`config.mk`:
```
export PLATFORM = sky130hd
export DESIGN_NAME = mux_scan_ctrl
export DESIGN_NICKNAME = d
export VERILOG_FILES = /design/src/rtl/mux_scan_ctrl.sv
export SDC_FILE = /design/constraint.sdc
export NUM_CORES = 1
export LEC_CHECK = 0
export BUFFER_PORTS_ARGS = -buffer_cell sky130_fd_sc_hd__buf_2
export CORE_MARGIN = 2
export CORE_UTILIZATION = 53
export DETAILED_ROUTE_END_ITERATION = 8
export PLACE_DENSITY = 0.76
export SYNTH_ARGS = -nofsm -noshare
export SYNTH_HDL_FRONTEND = slang
export SYNTH_SLANG_ARGS = --single-unit
export TNS_END_PERCENT = 20
```
`constraint.sdc`:
```
create_clock -name clk -period 2.69 [get_ports clk]
set_input_delay 0.6725 -clock clk [delete_from_list [all_inputs] [get_ports clk]]
set_output_delay 0.6725 -clock clk [all_outputs]
set_load 0.005 [all_outputs]
```
`src/rtl/mux_scan_ctrl.sv`:
```
// Scan sequencer for the 13:1 bit mux: steps the select through the enabled channels,
// samples one bit per channel after a settle time and hands out frames via valid/ready.
module mux_scan_ctrl #(
    parameter int NUM_CH = 13,
    parameter int SEL_W  = 4,
    parameter int SETTLE = 2
) (
    input  logic              clk,
    input  logic              rst_n,
    input  logic              start,
    input  logic [NUM_CH-1:0] chan_mask,
    input  logic              cont_mode,
    output logic [SEL_W-1:0]  sel,
    input  logic              mux_y,
    output logic [NUM_CH-1:0] frame_data,
    output logic              frame_valid,
    input  logic              frame_ready,
    output logic              busy
);

    localparam int CNT_W = (SETTLE < 1) ? 1 : $clog2(SETTLE + 1);
    localparam logic [CNT_W-1:0] CNT_MAX = CNT_W'(SETTLE);

    typedef enum logic [1:0] {ST_IDLE, ST_SETTLE, ST_DONE} state_t;

    state_t            state;
    logic [SEL_W-1:0]  ch;
    logic [CNT_W-1:0]  cnt;
    logic [NUM_CH-1:0] mask_q;
    logic [NUM_CH-1:0] shadow;
    logic [SEL_W:0]    first_hit;
    logic [SEL_W:0]    next_hit;
    logic              load;

    // Returns {found, index} of the lowest set mask bit at or above 'from'.
    function automatic logic [SEL_W:0] find_ch(input logic [NUM_CH-1:0] m, input int from);
        logic [SEL_W:0] r;
        r = '0;
        for (int k = NUM_CH - 1; k >= 0; k--) begin
            if (m[k] && (k >= from)) r = {1'b1, SEL_W'(k)};
        end
        return r;
    endfunction

    always_comb begin
        first_hit = find_ch(chan_mask, 0);
        next_hit  = find_ch(mask_q, int'(ch) + 1);
    end

    assign load = (state == ST_DONE) && (!frame_valid || frame_ready);
    assign busy = (state != ST_IDLE);

    always_ff @(posedge clk or negedge rst_n) begin
        if (!rst_n) begin
            state       <= ST_IDLE;
            sel         <= '0;
            ch          <= '0;
            cnt         <= '0;
            mask_q      <= '0;
            shadow      <= '0;
            frame_data  <= '0;
            frame_valid <= 1'b0;
        end else begin
            // An accept clears valid; a load later in this block takes precedence.
            if (frame_valid && frame_ready) frame_valid <= 1'b0;

            case (state)
                ST_IDLE: begin
                    sel <= '0;
                    if (start && (|chan_mask)) begin
                        mask_q <= chan_mask;
                        shadow <= '0;
                        ch     <= first_hit[SEL_W-1:0];
                        sel    <= first_hit[SEL_W-1:0];
                        cnt    <= '0;
                        state  <= ST_SETTLE;
                    end
                end
                ST_SETTLE: begin
                    if (cnt == CNT_MAX) begin
                        cnt        <= '0;
                        shadow[ch] <= mux_y;
                        if (next_hit[SEL_W]) begin
                            ch  <= next_hit[SEL_W-1:0];
                            sel <= next_hit[SEL_W-1:0];
                        end else begin
                            sel   <= '0;
                            state <= ST_DONE;
                        end
                    end else begin
                        cnt <= cnt + 1'b1;
                    end
                end
                ST_DONE: begin
                    sel <= '0;
                    if (load) begin
                        frame_data  <= shadow;
                        frame_valid <= 1'b1;
                        state       <= ST_IDLE;
                        if (cont_mode) begin
                            mask_q <= chan_mask;
                            if (|chan_mask) begin
                                shadow <= '0;
                                ch     <= first_hit[SEL_W-1:0];
                                sel    <= first_hit[SEL_W-1:0];
                                cnt    <= '0;
                                state  <= ST_SETTLE;
                            end
                        end
                    end
                end
                default: state <= ST_IDLE;
            endcase
        end
    end

endmodule

```
==> results.md, run 1 <==
- Initial antenna violation count: 0
- Max cap viols: 0
- Largest family of logic cells by synthesized area: compound AO/OA/AOI/OAI gates
- Worst hold path class: in2async
- Worst-Margin Slew: 863 ps
- Startpoint Class: flip-flop
- Row count: 28
- GRT Util Overall: 23.2%
- Final Hold Viols: 0
- Share of flip-flops with an asynchronous set or reset: 100%
- Num ports: 38
- Mux contribution to synthesized area: 9.16%
- Final nets: 441
- Relative slew slack: 42.5%
- Worst-path clk slew: 110 ps
- Worst hold slack: 460 ps
- Drt initial violations: 232
- Syn nets: 372
- # DRC: 0
- Cell variety after synth: 64
- Area growth syn-to-layout: 20.3%
- Data required time of the worst path: 2900 ps
- Fin util: 66.5%
- Sequential Power Share: 27.4%
- Reg-to-reg endpoint: state[0]
- Cell Pwr Density: 1310 nW/um^2
- Clock root cell: clkbuf_8
- Synth top area share: 39.5%
- Clk network pwr share: 9.1%
- Reg2reg path depth: 10
- Layout cell share with drive strength beyond 1: 33.6%
- Top-count cell post-synth: dfrtp_1
- Critical Path Source: ch[1]
- Worst Skew: 12.9 ps
- Via density: 6.04
- Compound-Gate Fraction of Synth Area: 25.3%
- Outcome: finished with violations
- First-pass GRT wire length: 13300 um
- Post-synth top cells: dfrtp_1, nand2_1, nor2_1, mux2_2, inv_1
- CTS tree: built
- Final max-slew violation count: 0
- Die width: 82.8 um
- Syn_area_per_cell: 9.57 sq um
- Clock net sink count: 52
- Final Critical Period: 2720 ps
- Number of port buffers: 37
- HPWL after DPL: 5880 um
- Failing checks: setup timing
- Routed vias: 2953
- RSZ-0062 raised after global routing: yes
- Kind of critical path: reg2reg
- H-tree Lvls: 2
- Largest area contributor in the netlist: dfrtp_1
- Ys Warns: 0
- Core area: 5960 sq um
- Reg-to-reg slack, setup: -30 ps
- Gp weighted congestion: 1.01
- Cts hold-fix bufs: 0
- Die area: 6860 sq um
- Num CTS Buffers: 5
- Post-Syn Instances: 344
- Pint: 2.90 mW
- FMAX: 368 MHz
- Leakage power: 1.84 nW
- Critical path arrival: 2920 ps
- Cell area after synthesis: 3290 sq um
- Period utilisation layout: 101%
- Worst Setup Slack, final: -25.8 ps
- Aggregate routed wire length: 8050 um
- Ys flop type: dfrtp_1
- Initial Util: 55.3%
- Peak supply drop: 0.000586 V
- Die height: 82.8 um
- Synth Area in XOR/XNOR: 0.266%
- # diodes: 0
- Post-DR wirelength/cell: 16.5 um
- Worst skew pair latency: 310 ps
- Pre-antenna DRT Iters: 4
- Reported net switching power: 2.30 mW
- Largest net degree at the start of global routing: 40
- Number of synthesized flops with an enable pin: 0
- Total grt overflow: 0
- Critical path endpoint category: flip-flop
- Synth Register Bits: 52
- Simple-Gate Fraction of Synth Area: 16.9%
- Adder-Cell Fraction of Synth Area: 3.42%
- Antenna viol nets, final: 0
- Seq/Total Area, Yosys: 39.5%
- Max clock buf depth: 2
- Net Sw Frac: 44.2%
- Final setup vio count: 1
- Combinational share of power: 63.4%
- Number of global-route vias before repair: 2904
- Max Fanout on Critical Path: 5
- Synth area leaders: dfrtp_1, mux2_2, nand2_1
- Worst reg2reg path startpoint: ch[1]
area by class of cell:
| cell class | count | area, sq um |
|---|---|---|
| repair buffers | 79 | 514 |
| flip-flops and latches | 52 | 1310 |
| inverters | 19 | 71.3 |
| well taps | 75 | 93.8 |
| clock buffers | 5 | 68.8 |
| multi-input cells | 256 | 1880 |
| fillers | 486 | 1990 |
| clock inverters | 3 | 26.3 |
state kept, by name (all words and copies together), names as in the netlist:
name,cells
state,2
cnt,2
ch,4
frame_valid,1
sel,4
mask_q,13
frame_data,13
shadow,13
cells in the final DEF (no fill, tap or decap), drive strengths merged, types with 3 or more instances in the layout:
| master | instances |
|---|---|
| o41ai | 3 |
| nor3 | 4 |
| inv | 20 |
| buf | 79 |
| a31oi | 7 |
| mux2 | 25 |
| dfrtp | 52 |
| o311ai | 4 |
| o22a | 3 |
| and2 | 4 |
| nor2 | 30 |
| nor3b | 4 |
| nand2 | 39 |
| o21ai | 17 |
| clkbuf | 5 |
| o21a | 5 |
| and3 | 4 |
| a21oi | 13 |
| nand2b | 9 |
| or4 | 3 |
| a22o | 13 |
| nand3 | 6 |
| o31ai | 15 |
| nor2b | 3 |
| o2111ai | 3 |
| ha | 9 |
stage by stage:
stage	setup WS (ps)	power, mW	instance area, sq um	instances	TNS [ps]
2_1_floorplan	2.80	3.46	3320	344	0
3_3_place_gp	2.18	4.30	3770	476	0
3_5_place_dp	-49.9	4.41	3770	476	-602
4_1_cts	0.381	4.89	3870	484	0
5_1_grt	-121	5.59	3960	489	-326
6_report	-25.8	5.20	3960	489	-25.8
kinds of logic after synthesis:
kind of cell             count (synthesis)
flip-flops                              52
buffers and inverters                   36
multiplexers                            27
AO/OA/AOI/OAI                          106
adder cells (fa/ha/maj)                  9
XOR/XNOR                                 1
AND/OR/NAND/NOR                        113
worst max path at each step:
stage	endpoint	slack (ps)	cells after the start
5_1_grt	sel[1]	-120	9
4_1_cts	state[0]	0.4	11
2_1_floorplan	state[0]	3	10
3_5_place_dp	ch[0]	-50	9
3_3_place_gp	mask_q[7]	2	7
6_report	state[0]	-30	10
per-layer routing:
metal	vias up	global-route usage [%]	share of wire, %
met3	18	4.87	5.3
met5	-	0	0
met2	102	40.1	49
met1	1426	28.8	43
met4	0	8.05	2.7
li1	1407	-	-
timing repair:
| item | 4_1_cts | 5_1_grt |
|---|---|---|
| gates resized for setup | 0 | 15 |
| hold endpoints to repair | 0 | 0 |
| endpoints found under the setup margin | 0 | 6 |
| setup buffers | 0 | 4 |
worst max-delay path, cell delays in order (launching register included):
cell and delay, ps:
dfrtp_1 420, inv_2 70, ha_4 280, buf_6 110, nor2_2 50, o21a_1 170
o31a_1 340, a2111oi_4 420, o2111ai_2 230, a21oi_2 200, mux2_4 310
power by group through the flow:
stage               logic, mW  clock network, mW  registers (mW)
floorplan                2.12                  0            1.34
global placement         2.89                  0            1.41
detailed placement       2.99                  0            1.43
CTS                      3.00              0.486            1.41
global route             3.60              0.518            1.48
finish                   3.30              0.476            1.43
No activity file was read; power rests on OpenSTA's default activity.
==> run 2, diff against run 1 <==
CORE_ASPECT_RATIO = 0.8   (was default)
SETUP_SLACK_MARGIN = 0.02   (was default)
==> results.md, run 2 (same netlist as run 1, synthesis figures left out) <==
- Outcome: finished clean (was finished with violations)
- CTS tree: built (unchanged)
- DP Cell Count: 473 (was 476)
- Peak supply drop: 0.000809 V (was 0.000586 V)
- Number of port buffers: 37 (unchanged)
- Via density: 5.95 (was 6.04)
- Critical path arrival: 2820 ps (was 2920 ps)
- Pint: 2.83 mW (was 2.90 mW)
- M3 GR Usage: 5.57% (was 4.87%)
- Final nets: 428 (was 441)
- Data required time of the worst path: 2880 ps (was 2900 ps)
- Num CTS Buffers: 5 (unchanged)
- Net Sw Frac: 43.0% (was 44.2%)
- Critical path endpoint category: flip-flop (unchanged)
- Area of the multi-input gates: 1870 sq um (was 1880 sq um)
- Grt met2 use: 37.7% (was 40.1%)
- Most common cell after layout, fill and taps aside: dfrtp_1 (unchanged)
- Kind of critical path: reg2reg (unchanged)
- RSZ-0062 raised after global routing: yes (unchanged)
- Die height: 74.5 um (was 82.8 um)
- Largest net degree at the start of global routing: 31 (was 40)
- First-pass GRT wire length: 12600 um (was 13300 um)
- Combinational share of power: 61.2% (was 63.4%)
- Non-Filler Instances: 482 (was 489)
- # diodes: 0 (unchanged)
- Drt initial violations: 205 (was 232)
- Met1 usage: 32.2% (was 28.8%)
- Initial Util: 55.4% (was 55.3%)
- Fin util: 65.6% (was 66.5%)
- Worst Skew: 10.1 ps (was 12.9 ps)
- Sequential Power Share: 28.0% (was 27.4%)
- H-tree Lvls: 2 (unchanged)
- Cell Pwr Density: 1270 nW/um^2 (was 1310 nW/um^2)
- HPWL after DPL: 5710 um (was 5880 um)
- # fillers: 509 (was 486)
- Clock net sink count: 52 (unchanged)
- Max cap viols: 0 (unchanged)
- Initial antenna violation count: 0 (unchanged)
- Total grt overflow: 0 (unchanged)
- Num ports: 38 (unchanged)
- Aggregate routed wire length: 7510 um (was 8050 um)
- Period utilisation layout: 98.0% (was 101%)
- Commonest cells after routing, fill and taps aside: dfrtp_1, nand2_1, buf_2 (was dfrtp_1, nand2_1, buf_4)
- Most Used Layer, Global Route: met2 (unchanged)
- Startpoint Class: flip-flop (unchanged)
- Worst-Margin Slew: 724 ps (was 863 ps)
- Biggest regs: frame_data (13), mask_q (13), shadow (13) (unchanged)
- FMAX: 379 MHz (was 368 MHz)
- Worst hold slack: 411 ps (was 460 ps)
- Leakage power: 1.79 nW (was 1.84 nW)
- Die area: 6860 sq um (about the same)
- Routed vias: 2868 (was 2953)
- Clk network pwr share: 10.8% (was 9.1%)
- Pre-antenna DRT Iters: 5 (was 4)
- Layout cell share with drive strength beyond 1: 30.4% (was 33.6%)
- Final setup vio count: 0 (was 1)
- Worst hold path class: in2async (unchanged)
- Clock root cell: clkbuf_8 (unchanged)
- Final Critical Period: 2640 ps (was 2720 ps)
- Area growth syn-to-layout: 18.3% (was 20.3%)
- Max Fanout on Critical Path: 4 (was 5)
- Reported net switching power: 2.14 mW (was 2.30 mW)
- PnR Total Power: 4.97 mW (was 5.20 mW)
- Relative slew slack: 51.7% (was 42.5%)
- Worst-path clk slew: 100 ps (was 110 ps)
- Core area: 5940 sq um (was 5960 sq um)
- Row count: 25 (was 28)
- Cts hold-fix bufs: 0 (unchanged)
- Final max-slew violation count: 0 (unchanged)
- Final Hold Viols: 0 (unchanged)
- Post-DR wirelength/cell: 15.6 um (was 16.5 um)
- Max clock buf depth: 2 (unchanged)
- Number of global-route vias before repair: 2672 (was 2904)
- Die width: 92.1 um (was 82.8 um)
- Antenna viol nets, final: 0 (unchanged)
- FF/Latch Area: 1300 sq um (was 1310 sq um)
- # DRC: 0 (unchanged)
- Gp weighted congestion: 0.916 (was 1.01)
- GRT Util Overall: 23.3% (was 23.2%)
- Worst skew pair latency: 300 ps (was 310 ps)
[run 2: cell count changes in the layout (fill, tap and decap cells not counted), moves of 2 or more]
cell     previous run  this run
dfrtp_1            49        51
dfrtp_2             3         1
buf_4              39        26
buf_12              1         3
nor3b_2             0         2
[run 2: what timing repair did]
item / CTS / global route
endpoints found under the setup margin: 1 / 2
gates resized for setup: 4 / 1
pin swaps: 1 / 1
buffers inserted: 1 / 0
[run 2: power by group through the flow]
stage	combinational (mW)	clock [mW]	sequential (mW)
floorplan	2.15	0	1.34
global placement	2.88	0	1.38
detailed placement	2.96	0	1.40
CTS	3.00	0.556	1.39
global route	3.33	0.591	1.43
finish	3.04	0.536	1.39
[run 2: layer usage]
metal	up-vias	part of all wire, %	wire length (um)
li1	1384	-	-
met1	1381	47	3510
met2	93	47	3500
met3	10	5.4	402
met4	0	1.2	93
met5	-	0	0
[run 2: final cells by class]
class,count,share of cell area (%)
multi-input combinational,256,48.0
sequential,52,33.4
timing repair buffer,66,11.3
tap,81,2.60
inverter,19,1.83
clock buffer,5,1.77
clock inverter,3,1.09
[run 2: worst max-delay path, cell delays in order (launching register included)]
cell       delay (ps)
dfrtp_1           420
inv_2              80
ha_4              280
or3b_4            410
a2bb2oi_4         150
a211oi_2          110
a2111oi_4         340
o2111ai_2         220
a21oi_2           170
mux2_1            330
[run 2: stage by stage]
stage                     cell area (sq um)  setup WS (ps)  TNS, ps
after floorplan                        3330           33.1        0
after global placement                 3750           23.4        0
after detailed placement               3750          -6.99    -33.0
after CTS                              3880           22.2        0
after global routing                   3900          -5.87    -5.87
final                                  3900           52.7        0
[run 2: worst paths after layout]
check                           slack (ps)          start       endpoint  depth (start not counted)
worst min register to register         510  frame_data[9]  frame_data[9]                          1
max in group asynchronous             1700          rst_n         sel[0]                          2
worst min-delay path                   410          rst_n  frame_data[4]                          1
worst max register to register          50          ch[1]       state[0]                          9
worst max-delay path                    50          ch[1]       state[0]                          9
min in group clk                       510  frame_data[9]  frame_data[9]                          1
